`config.mk`:
```
export PLATFORM = sky130hd
export DESIGN_NAME = gate16_sched
export DESIGN_NICKNAME = d
export VERILOG_FILES = /design/src/rtl/gate16_sched.sv
export SDC_FILE = /design/constraint.sdc
export NUM_CORES = 1
export LEC_CHECK = 0
export ABC_CLOCK_PERIOD_IN_PS = 3400
export CAP_MARGIN = 20
export CORE_ASPECT_RATIO = 0.7
export CORE_MARGIN = 2
export CORE_UTILIZATION = 50
export CTS_CLUSTER_SIZE = 16
export DETAILED_ROUTE_END_ITERATION = 12
export PLACE_DENSITY = 0.77
export SLEW_MARGIN = 20
export SYNTH_ARGS = -nofsm -noshare
export SYNTH_HDL_FRONTEND = slang
export SYNTH_SLANG_ARGS = --single-unit
```
`constraint.sdc`:
```
create_clock -name clock_i -period 3.4 [get_ports clock_i]
set_input_delay 1.02 -clock clock_i [delete_from_list [all_inputs] [get_ports clock_i]]
set_output_delay 1.02 -clock clock_i [all_outputs]
set_load 0.05 [all_outputs]
```
`src/rtl/gate16_sched.sv`:
```
// gate16_sched: two-port round-robin scheduler that time-shares one
// Not16/And16/Or16 datapath. Each opcode is executed as a short fixed
// microsequence of single-gate passes through a temp register.

// 16-bit inverter primitive.
module Not16 (
  input  logic [15:0] in_i,
  output logic [15:0] out_o
);
  assign out_o = ~in_i;
endmodule

// 16-bit AND primitive.
module And16 (
  input  logic [15:0] a_i,
  input  logic [15:0] b_i,
  output logic [15:0] out_o
);
  assign out_o = a_i & b_i;
endmodule

// 16-bit OR primitive.
module Or16 (
  input  logic [15:0] a_i,
  input  logic [15:0] b_i,
  output logic [15:0] out_o
);
  assign out_o = a_i | b_i;
endmodule

// state   | meaning
// --------+-----------------------------------------------------------
// IDLE    | arbitrating; req_ready asserted for the granted port
// EXEC    | running one gate pass per cycle, pass_q = current pass
// RESP    | result held on resp_*, waiting for resp_ready
module gate16_sched #(
  parameter int   N_PORTS = 2,
  parameter logic RR_INIT = 1'b1
) (
  input  logic               clock_i,
  input  logic               reset_i,
  input  logic [N_PORTS-1:0] req_valid_i,
  output logic [N_PORTS-1:0] req_ready_o,
  input  logic [2:0]         req_op0_i,
  input  logic [2:0]         req_op1_i,
  input  logic [15:0]        req_a0_i,
  input  logic [15:0]        req_a1_i,
  input  logic [15:0]        req_b0_i,
  input  logic [15:0]        req_b1_i,
  output logic               resp_valid_o,
  input  logic               resp_ready_i,
  output logic [15:0]        resp_data_o,
  output logic               resp_id_o,
  output logic               busy_o
);

  typedef enum logic [1:0] {ST_IDLE, ST_EXEC, ST_RESP} state_t;
  typedef enum logic [1:0] {G_NOT, G_AND, G_OR} gate_t;

  state_t      state_q;
  logic        last_grant_q;
  logic [2:0]  pass_q;
  logic [15:0] temp_q, scratch_q, opa_q, opb_q;
  logic [2:0]  op_q;
  logic        id_q;
  logic [15:0] resp_data_q;
  logic        resp_id_q, resp_valid_q, busy_q;

  logic        grant_vld, grant_id, accept;
  gate_t       gate_sel;
  logic [15:0] gate_x, gate_y, gate_out;
  logic [15:0] not_out, and_out, or_out;
  logic        wr_scratch, last_pass;

  function automatic logic [2:0] n_passes(input logic [2:0] op);
    case (op)
      3'd0, 3'd1, 3'd2: n_passes = 3'd1;
      3'd3, 3'd4, 3'd7: n_passes = 3'd2;
      3'd5:             n_passes = 3'd4;
      default:          n_passes = 3'd5;
    endcase
  endfunction

  // Round-robin grant: on a tie the port that did not win last time goes.
  always_comb begin
    grant_vld = 1'b0;
    grant_id  = 1'b0;
    if (req_valid_i == 2'b11) begin
      grant_vld = 1'b1;
      grant_id  = ~last_grant_q;
    end else if (req_valid_i[1]) begin
      grant_vld = 1'b1;
      grant_id  = 1'b1;
    end else if (req_valid_i[0]) begin
      grant_vld = 1'b1;
    end
    req_ready_o = 2'b00;
    if (state_q == ST_IDLE && !reset_i && grant_vld)
      req_ready_o = grant_id ? 2'b10 : 2'b01;
    accept = |(req_valid_i & req_ready_o);
  end

  // Microsequence decode: pick the gate and its inputs for this pass.
  // XOR stashes a|b in scratch on pass 0 so temp can carry ~(a&b).
  always_comb begin
    gate_sel   = G_NOT;
    gate_x     = opa_q;
    gate_y     = opb_q;
    wr_scratch = 1'b0;
    case (op_q)
      3'd0: gate_sel = G_NOT;
      3'd1: gate_sel = G_AND;
      3'd2: gate_sel = G_OR;
      3'd3: begin
        if (pass_q == 3'd0) gate_sel = G_AND;
        else begin gate_sel = G_NOT; gate_x = temp_q; end
      end
      3'd4: begin
        if (pass_q == 3'd0) gate_sel = G_OR;
        else begin gate_sel = G_NOT; gate_x = temp_q; end
      end
      3'd5, 3'd6: begin
        case (pass_q)
          3'd0: begin gate_sel = G_OR; wr_scratch = 1'b1; end
          3'd1: gate_sel = G_AND;
          3'd2: begin gate_sel = G_NOT; gate_x = temp_q; end
          3'd3: begin gate_sel = G_AND; gate_x = scratch_q; gate_y = temp_q; end
          default: begin gate_sel = G_NOT; gate_x = temp_q; end
        endcase
      end
      3'd7: begin
        gate_sel = G_NOT;
        if (pass_q != 3'd0) gate_x = temp_q;
      end
    endcase
    last_pass = (pass_q == n_passes(op_q) - 3'd1);
  end

  Not16 u_not (.in_i(gate_x), .out_o(not_out));
  And16 u_and (.a_i(gate_x), .b_i(gate_y), .out_o(and_out));
  Or16  u_or  (.a_i(gate_x), .b_i(gate_y), .out_o(or_out));

  // Output mux of the shared datapath.
  always_comb begin
    case (gate_sel)
      G_AND:   gate_out = and_out;
      G_OR:    gate_out = or_out;
      default: gate_out = not_out;
    endcase
  end

  // Scheduler FSM: accept, sequence passes, hold response until taken.
  always_ff @(posedge clock_i) begin
    if (reset_i) begin
      state_q      <= ST_IDLE;
      last_grant_q <= RR_INIT;
      pass_q       <= 3'd0;
      temp_q       <= 16'h0000;
      scratch_q    <= 16'h0000;
      opa_q        <= 16'h0000;
      opb_q        <= 16'h0000;
      op_q         <= 3'd0;
      id_q         <= 1'b0;
      resp_data_q  <= 16'h0000;
      resp_id_q    <= 1'b0;
      resp_valid_q <= 1'b0;
      busy_q       <= 1'b0;
    end else begin
      case (state_q)
        ST_IDLE: begin
          if (accept) begin
            opa_q        <= grant_id ? req_a1_i  : req_a0_i;
            opb_q        <= grant_id ? req_b1_i  : req_b0_i;
            op_q         <= grant_id ? req_op1_i : req_op0_i;
            id_q         <= grant_id;
            last_grant_q <= grant_id;
            pass_q       <= 3'd0;
            busy_q       <= 1'b1;
            state_q      <= ST_EXEC;
          end
        end
        ST_EXEC: begin
          if (wr_scratch) scratch_q <= gate_out;
          else            temp_q    <= gate_out;
          if (last_pass) begin
            resp_data_q  <= gate_out;
            resp_id_q    <= id_q;
            resp_valid_q <= 1'b1;
            state_q      <= ST_RESP;
          end else begin
            pass_q <= pass_q + 3'd1;
          end
        end
        ST_RESP: begin
          if (resp_ready_i) begin
            resp_valid_q <= 1'b0;
            busy_q       <= 1'b0;
            state_q      <= ST_IDLE;
          end
        end
        default: state_q <= ST_IDLE;
      endcase
    end
  end

  assign resp_valid_o = resp_valid_q;
  assign resp_data_o  = resp_data_q;
  assign resp_id_o    = resp_id_q;
  assign busy_o       = busy_q;

endmodule
```
# Word level (Yosys, flattened, before mapping)

Index checks and enable logic that the tools add are counted.

Register bits: 93
Latch bits: 0
Memory bits (writable): 0
Bits in read-only memories: 0
Word-level logic and storage cells: 102
Memories kept: 0

Add/subtract/negate cells: 2
$mul: 0
Divide/modulo/power cells: 0
$lt $le $gt $ge: 0
Eq/ne operators: 19
Shift operators: 0
Mux-type cells: 36
Bitwise gates (word level): 6
Reduce and logical (&&, ||, !) cells: 26

Operators with widths:

| kind               | number |
|---|---|
| $mux 16            | 6 |
| $pmux 16 s2        | 2 |
| $pmux 16 s3        | 1 |
| $and 16x16->16     | 1 |
| $not 16->16        | 1 |
| $or 16x16->16      | 1 |
| $eq 3x3->1 const B | 4 |
| $mux 2             | 6 |
| $pmux 2 s6         | 1 |
| $reduce_and 3->1   | 4 |
| $reduce_or 2->1    | 6 |
| $mux 1             | 11 |
| $eq 3x2->1 const B | 3 |
| $mux 3             | 3 |
| $pmux 3 s3         | 1 |
| $ne 2x2->1 const B | 4 |
| $reduce_and 2->1   | 4 |
| $eq 2x2->1 const B | 3 |
| $eq 3x1->1 const B | 2 |
| $logic_not 3->1    | 2 |
| $pmux 2 s3         | 1 |
| $pmux 3 s2         | 1 |
| $reduce_bool 2->1  | 3 |
| $reduce_or 3->1    | 2 |
| other kinds (12)   | 16 |

# Depth between registers and ports, before layout

Gate-level depths: netlist (run 1).

Depth after elaboration: 9
Mapped depth: 13
Gate-level depth less buffers: 11

# Cells and area by module

Synthesis (run 1) repeated with hierarchy kept, for this count alone.

Cells, all modules: 653
Area total of the unflattened synthesis: 5216.3 um^2

By module, submodules not included:

| module       | times used | cells each | area an instance (um^2) |
|---|---|---|---|
| gate16_sched | 1          | 605        | 4956.0 |
| And16        | 1          | 16         | 100.1 |
| Or16         | 1          | 16         | 100.1 |
| Not16        | 1          | 16         | 60.1 |

# Worst setup path before layout (run 1)

OpenSTA, ideal clock, no wires.

Kind: input-to-output
From: input req_valid_i[1]
To: output req_ready_o[0]
Arrival time: 2.742 ns
Required time: 2.380 ns
Path slack: -0.362 ns
Stages: 4
Buffers on the path: 2
Cell sequence: a21boi_0 > buf_2 > buf_1 > nor3_1

Cells in the longest elaborated chain, start to end: 4

RTL lines:

| element                                     | RTL line | RTL |
|---|---|---|
| start: declaration                          | 42       | `input logic [N_PORTS-1:0] req_valid_i,` |
| $eq 2x2->1 or $mux 1 (tied branches)        | 88, 91   |  |
| $mux 1                                      | 88       | `if (req_valid_i == 2'b11) begin` |
| $mux 2 or $logic_and 1x1->1 (tied branches) | 99, 98   |  |
| $mux 2 *                                    | 98       | `if (state_q == ST_IDLE && !reset_i && grant_vld)` |
| end: declaration                            | 43       | `output logic [N_PORTS-1:0] req_ready_o,` |

Mark *: on every way between the ends. The rest lies on a longest branch, timed or not.

# Final worst setup path (run 1)

From: input req_valid_i[0]
To: output req_ready_o[1]

Cells in the longest elaborated chain, start to end: 5

RTL lines:

| element           | RTL line | RTL |
|---|---|---|
| $mux 1            | 94       | `end else if (req_valid_i[0]) begin` |
| $mux 1            | 91       | `end else if (req_valid_i[1]) begin` |
| $mux 1            | 88       |  |
| $logic_and 1x1->1 | 98       |  |
| $mux 2 *          | 98       |  |

Marks and branches as above.

==> results of run 1 <==
## final timing paths
kind | to | cells after the start | slack, ns
setup / recovery | req_ready_o[1] | 4 | 0.25
setup reg to reg | resp_data_o[1] | 8 | 0.31
hold / removal | scratch_q[4] | 2 | 0.46
hold reg to reg | scratch_q[4] | 2 | 0.46
## tightest hold or removal path: stages (launching register included)
cell and delay (ns):
dfxtp_1 0.33, nand2_1 0.05, o31ai_1 0.05
## per-layer routing
layer  global-route usage, %  vias up
met5                       0        -
met4                    11.4        0
met3                    8.69       58
met2                    44.4      394
met1                    44.1     2565
li1                        -     2542
## cells by family after synthesis
group,after synthesis,share of synthesized area (%)
AOI/OAI and AO/OA,232,33.3
xor gates and xnor gates,5,0.827
adders and majority gates,7,1.65
buffers and inverters,75,5.63
DFF,93,35.2
muxes,52,10.1
and+or+nand+nor,155,13.3
## stage by stage
stage                     hold WS [ns]  worst slack [ns]  total power [uW]  utilization (%)
after floorplan                  0.425            0.0468              3640                -
after global placement           0.438             0.275              4490             62.8
after detailed placement         0.443             0.251              4610             62.8
after CTS                        0.458             0.251              5680             65.9
after global routing             0.477             0.137              6080             65.9
final                            0.462             0.249              5770             65.9
## cell type report
cell class,count,share of cell area (%)
Tap cell,132,2.43
Clock inverter,6,1.16
Clock buffer,10,3.52
Multi-Input combinational cell,451,46.6
Sequential cell,93,27.4
Inverter,24,1.33
Timing Repair Buffer,125,17.6
## flip-flops by register name, indices dropped and copies added, names as in the netlist
name and flops:
resp_valid_o 1, opa_q 16, last_grant_q 1, busy_o 1, resp_id_o 1, pass_q 3
scratch_q 16, temp_q 16, resp_data_o 16, opb_q 16, op_q 3, state_q 2
id_q 1
## layout by cell type, fill, tap and decap left out, drive strengths merged, types with 2 or more instances in the layout
| master | synthesis | layout |
|---|---|---|
| a21oi | 13 | 13 |
| xnor2 | 4 | 4 |
| mux2 | 11 | 11 |
| nor2b | 4 | 4 |
| clkbuf | 36 | 10 |
| o22ai | 6 | 6 |
| nand3 | 21 | 21 |
| o221a | 5 | 5 |
| buf | 15 | 32 |
| a22o | 4 | 4 |
| dfxtp | 93 | 93 |
| a221oi | 11 | 11 |
| a22oi | 11 | 11 |
| a32oi | 12 | 12 |
| nor3 | 8 | 8 |
| nor2 | 54 | 54 |
| clkinv | 0 | 2 |
| or3 | 4 | 4 |
| o21a | 13 | 13 |
| ha | 7 | 7 |
| nor3b | 2 | 2 |
| o21ai | 18 | 18 |
| nand4 | 6 | 6 |
| mux2i | 41 | 41 |
| inv | 24 | 27 |
| o211ai | 9 | 9 |
| a211oi | 52 | 52 |
| nand2 | 48 | 48 |
| o31ai | 70 | 70 |
| clkdlybuf4s50 | 0 | 93 |
| and2 | 3 | 3 |
## power breakdown
part | total [uW] | leakage (uW) | switching, uW | internal, uW
Combinational | 2950 | 0.00148 | 1880 | 1070
Sequential | 1740 | 0.000763 | 346 | 1390
Clock | 1080 | 0.000157 | 474 | 606
Total | 5770 | 0.00240 | 2700 | 3070
==> out/metrics.cfg, run 1 <==
[status]
status=completed

[sta]
period_share_pct=92.7
rsz0062_at_grt=false
slew_violations=0
final-hold-violation-count=0
fin_skew_ns=0.00609
fmax_mhz=317
finalSetupViolations=0
period_needed_ns=3.15
relSlewSlack_pct=36.4
finalSetupTns_ns=0
tightestPinTransition_ns=0.951

[logic_synthesis]
netlist_area_um2=5290
ys_types=50
synthArstFlopShare_pct=0
synth_top_area_share_pct=35.2
ys_seq_area_share_pct=35.2
synth_top_flop_cell=dfxtp_1
ys_ff_latch=93
synth-edff-count=0
yosysWarnings=0
synth_most_common_cell=dfxtp_1
synth_commonest_cells=93 x dfxtp_1, 70 x o31ai_1, 54 x nor2_1
syn_avg_cell_area_um2=8.55
synth.net_count=701
synth.area.top_cells=dfxtp_1 35%, o31ai_1 9.9%, mux2i_1 7.8%, a211oi_1 7.2%, nor2_1 3.8%
synth_top_cell_by_area=dfxtp_1
syn_inst=619

[routing]
route.detailed.drc=0
vias=5559
m1WireLength_um=7510
topRoutingLayerUsed=met4
drtIter0Drc=688
routed_wl_um=17500
dr_wl_met2_um=7250
avgViaCountPerCell=6.61
wl_per_cell_um=20.9
firstDrtPassIters=8
met3_length_um=2340
drtAntennaViolNets=0

[run]
max-cap-violations=0

[critical_path]
crit_family=buffers and inverters
worstSetupPathType=primary input to output pin
crit_chain=clkdlybuf4s50_1 > o21a_2 > and3_2 > buf_4
critPathBufInv=2
r2r-start=op_q[1]
start_kind=primary input
end_kind=output pin
slowest_stage=clkdlybuf4s50_1
critPathLaunch=req_valid_i[0]
crit_path_max_incr_delay_ns=0.49
critPathMaxFanout=3
worst_ep_arrival_time_ns=2.13
worst_ep_required_time_ns=2.38

[cts]
cts_resized=0
clk_path_buf_depth=2
cts-root-buf=clkbuf_16
postCtsSetupBuffers=0
insertion_delay_ns=0.36
hold_buffers=0
path_clk_slew_ns=0.07
cts_tree=built
htreeDepth=3
cts.sinks=93
cts_buffers=9

[cells_and_area]
syn2layout_area_growth_pct=28.4
regArea_um2=1860
multi_input_area_um2=3160
nNetsFinal=786
fillers=802
final_area_um2=6790
final_layout_size_suffix_gt1_share_pct=11.3
n_antenna_cell=0
final_cells=841

[power]
leakage_uw=0.00240
pwr_density_cell_nw_per_um2=849
ir_worst_vdd_mv=0.399

[floorplan]
coreArea_um2=10300
io_pins=96
start_util_pct=51.3
die-area_um2=11400
die_y_um=90.1
die_x_um=127
rows=31

[placement]
port_buffers=95
dpl_cell_area_um2=6480
place.gp.congestion=0.947
hpwlAfterDp_um=12400
dp_cells=825

[global_routing]
grt_pass1_vias=5316
grt_pass1_wl_um=27800
grt_max_degree=73
gr-total-overflow=0
grt_use_total_pct=31.0
antenna_found_initial=0

[worst_hold_path]
hold_start=scratch_q[4]
hp-class=flip-flop to flip-flop

No activity file was read; power rests on OpenSTA's default activity.
==> run 2, diff against run 1 <==
- ABC_CLOCK_PERIOD_IN_PS: 3400 -> 3700
- CAP_MARGIN: 20 -> not set
- clock period: 3.4 -> 3.7 ns (I/O delays scaled with it)
==> run 2 against run 1 <==
  * Clock power is 17% lower
  * Register-to-register slack better by 0.12 ns
  * Wire length is 2.5% lower
  * Non-clock buffer count is 8 lower
  * Sequential share of layout area is 0.38 points higher
  * Worst setup slack better by 0.016 ns
  * Critical path depth stayed put
  * Clock-buffer cell count is 1 lower
==> out/metrics.cfg, run 2 (same netlist as run 1, synthesis figures left out) <==
[status]
status=completed

[cells_and_area]
final_util_pct=65.0  ; -0.90 points
final_cells=833  ; -0.95%
nNetsFinal=778  ; -1.0%
final_layout_size_suffix_gt1_share_pct=10.1  ; -1.2 points
fillers=862  ; +7.5%
n_antenna_cell=0  ; unchanged
layout_common_cells=93 x dfxtp_1, 93 x clkdlybuf4s50_1, 70 x o31ai_1
syn2layout_area_growth_pct=26.6
regArea_um2=1860  ; unchanged
multi_input_area_um2=3170  ; +0.16%

[power]
p_sw_uw=2450  ; -9.4%
leakage_uw=0.00234  ; -2.6%
p_seq_share_pct=31.1  ; +1.0 points
pwr_density_cell_nw_per_um2=767  ; -9.7%
power_uw=5140  ; -11%
p_int_uw=2690  ; -12%
netSwitchingFraction_pct=47.7  ; +0.81 points
ir_worst_vdd_mv=0.365  ; -8.5%
clkPwrFrac_pct=17.5  ; -1.2 points
combPwrFrac_pct=51.3  ; +0.2 points

[critical_path]
worst_ep_required_time_ns=2.59  ; +0.21 ns
slowest_stage=clkdlybuf4s50_1
reg2reg_to=resp_data_o[14]
crit_path_max_incr_delay_ns=0.51  ; +0.02 ns
crit_chain=clkdlybuf4s50_1 > a21boi_4 > and3_1 > buf_4
crit_path_end=req_ready_o[1]
worst_ep_arrival_time_ns=2.32  ; +0.19 ns
critPathLaunch=req_valid_i[1]
ff2ff_setup_slack_ns=0.43  ; +0.12 ns
worstSetupPathType=primary input to output pin
end_kind=output pin
start_kind=primary input
critPathMaxFanout=7  ; +4
reg2reg_depth=8  ; unchanged
r2r-start=op_q[1]

[placement]
place.gp.congestion=0.987  ; +4.2%
dp_cells=817  ; -0.97%
hpwlAfterDp_um=11800  ; -4.4%
port_buffers=95  ; unchanged

[sta]
rsz0062_at_grt=false
tightestPinTransition_ns=0.866  ; -0.0854 ns
finalSetupTns_ns=0  ; unchanged
slew_violations=0  ; unchanged
relSlewSlack_pct=42.3  ; +5.8 points
period_share_pct=92.8
finalSetupViolations=0  ; unchanged
period_needed_ns=3.43
fmax_mhz=291
final-hold-violation-count=0  ; unchanged
fin_skew_ns=0.00979  ; +0.00370 ns

[cts]
cts_buffers=9  ; unchanged
path_clk_slew_ns=0.06  ; about the same
clk_path_buf_depth=2  ; unchanged
cts-root-buf=clkbuf_16
cts_resized=0  ; unchanged
hold_buffers=0  ; unchanged
insertion_delay_ns=0.35  ; about the same
cts.sinks=93  ; unchanged
postCtsSetupBuffers=0  ; unchanged
htreeDepth=3  ; unchanged
cts_tree=built

[floorplan]
start_util_pct=51.3  ; unchanged
rows=31  ; unchanged
die_x_um=127  ; unchanged
coreArea_um2=10300  ; unchanged
io_pins=96  ; unchanged
die-area_um2=11400  ; unchanged
die_y_um=90.1  ; unchanged

[global_routing]
grt_pass1_wl_um=26800  ; -3.4%
antenna_found_initial=1  ; +1
grt_pass1_vias=5160  ; -2.9%
grt_max_degree=73  ; unchanged
gr-total-overflow=0  ; unchanged
grt_use_total_pct=29.7  ; -1.3 points

[routing]
drtAntennaViolNets=0  ; unchanged
route.detailed.drc=0  ; unchanged
routed_wl_um=17100  ; -2.5%
wl_per_cell_um=20.5  ; -1.6%
drtIter0Drc=592  ; -14%
vias=5444  ; -2.1%
firstDrtPassIters=5  ; -3
avgViaCountPerCell=6.54  ; -1.1%

[run]
max-cap-violations=0  ; unchanged

[worst_hold_path]
hp-class=flip-flop to flip-flop

[run 2: worst min path at each step]
stage,from,to,slack [ns],cells past startpoint
3_3_place_gp,scratch_q[1],scratch_q[1],0.44,2
6_report,scratch_q[6],scratch_q[6],0.47,2
3_5_place_dp,scratch_q[1],scratch_q[1],0.45,2
4_1_cts,scratch_q[9],scratch_q[9],0.47,2
2_1_floorplan,scratch_q[12],scratch_q[12],0.42,2
5_1_grt,scratch_q[3],scratch_q[3],0.48,2
[run 2: worst max-delay path: cells and delay by family]
family | cells | cell delay (ns)
simple gates | 1 | 0.20
compound gates | 1 | 0.31
buf+inv | 2 | 0.70
[run 2: through the flow]
step / hold WS [ns] / setup slack (ns) / area [um2]
final: 0.470 / 0.265 / 6700
after global routing: 0.484 / 0.206 / 6700
after CTS: 0.468 / 0.266 / 6700
after detailed placement: 0.450 / 0.279 / 6400
after global placement: 0.437 / 0.306 / 6400
after floorplan: 0.425 / 0.0602 / 5300
[run 2: power by group through the flow]
stage	clock [uW]	sequential, uW	combinational, uW
4_1_cts	908	1580	2570
3_5_place_dp	0	1600	2560
5_1_grt	948	1620	2840
6_report	900	1600	2640
3_3_place_gp	0	1580	2470
2_1_floorplan	0	1690	1650
[run 2: area by class of cell]
type	count	share of cell area [%]
Timing Repair Buffer	117	16.8
Clock inverter	7	1.01
Sequential cell	93	27.8
Multi-Input combinational cell	451	47.3
Clock buffer	9	3.36
Tap cell	132	2.46
Inverter	24	1.34
[run 2: metal layers]
layer	track usage (%)	vias to the layer above	share of wire (%)
met5	0	-	0.076
met4	10.3	2	2.6
met3	7.92	57	13
met2	43.1	355	41
met1	42.5	2499	43
li1	-	2531	-
==> run 3, diff against run 2 <==
- CTS_CLUSTER_SIZE: 16 -> not set
==> results of run 3 <==
Same layout as run 2: the final DEF is identical, and so are final timing and power.
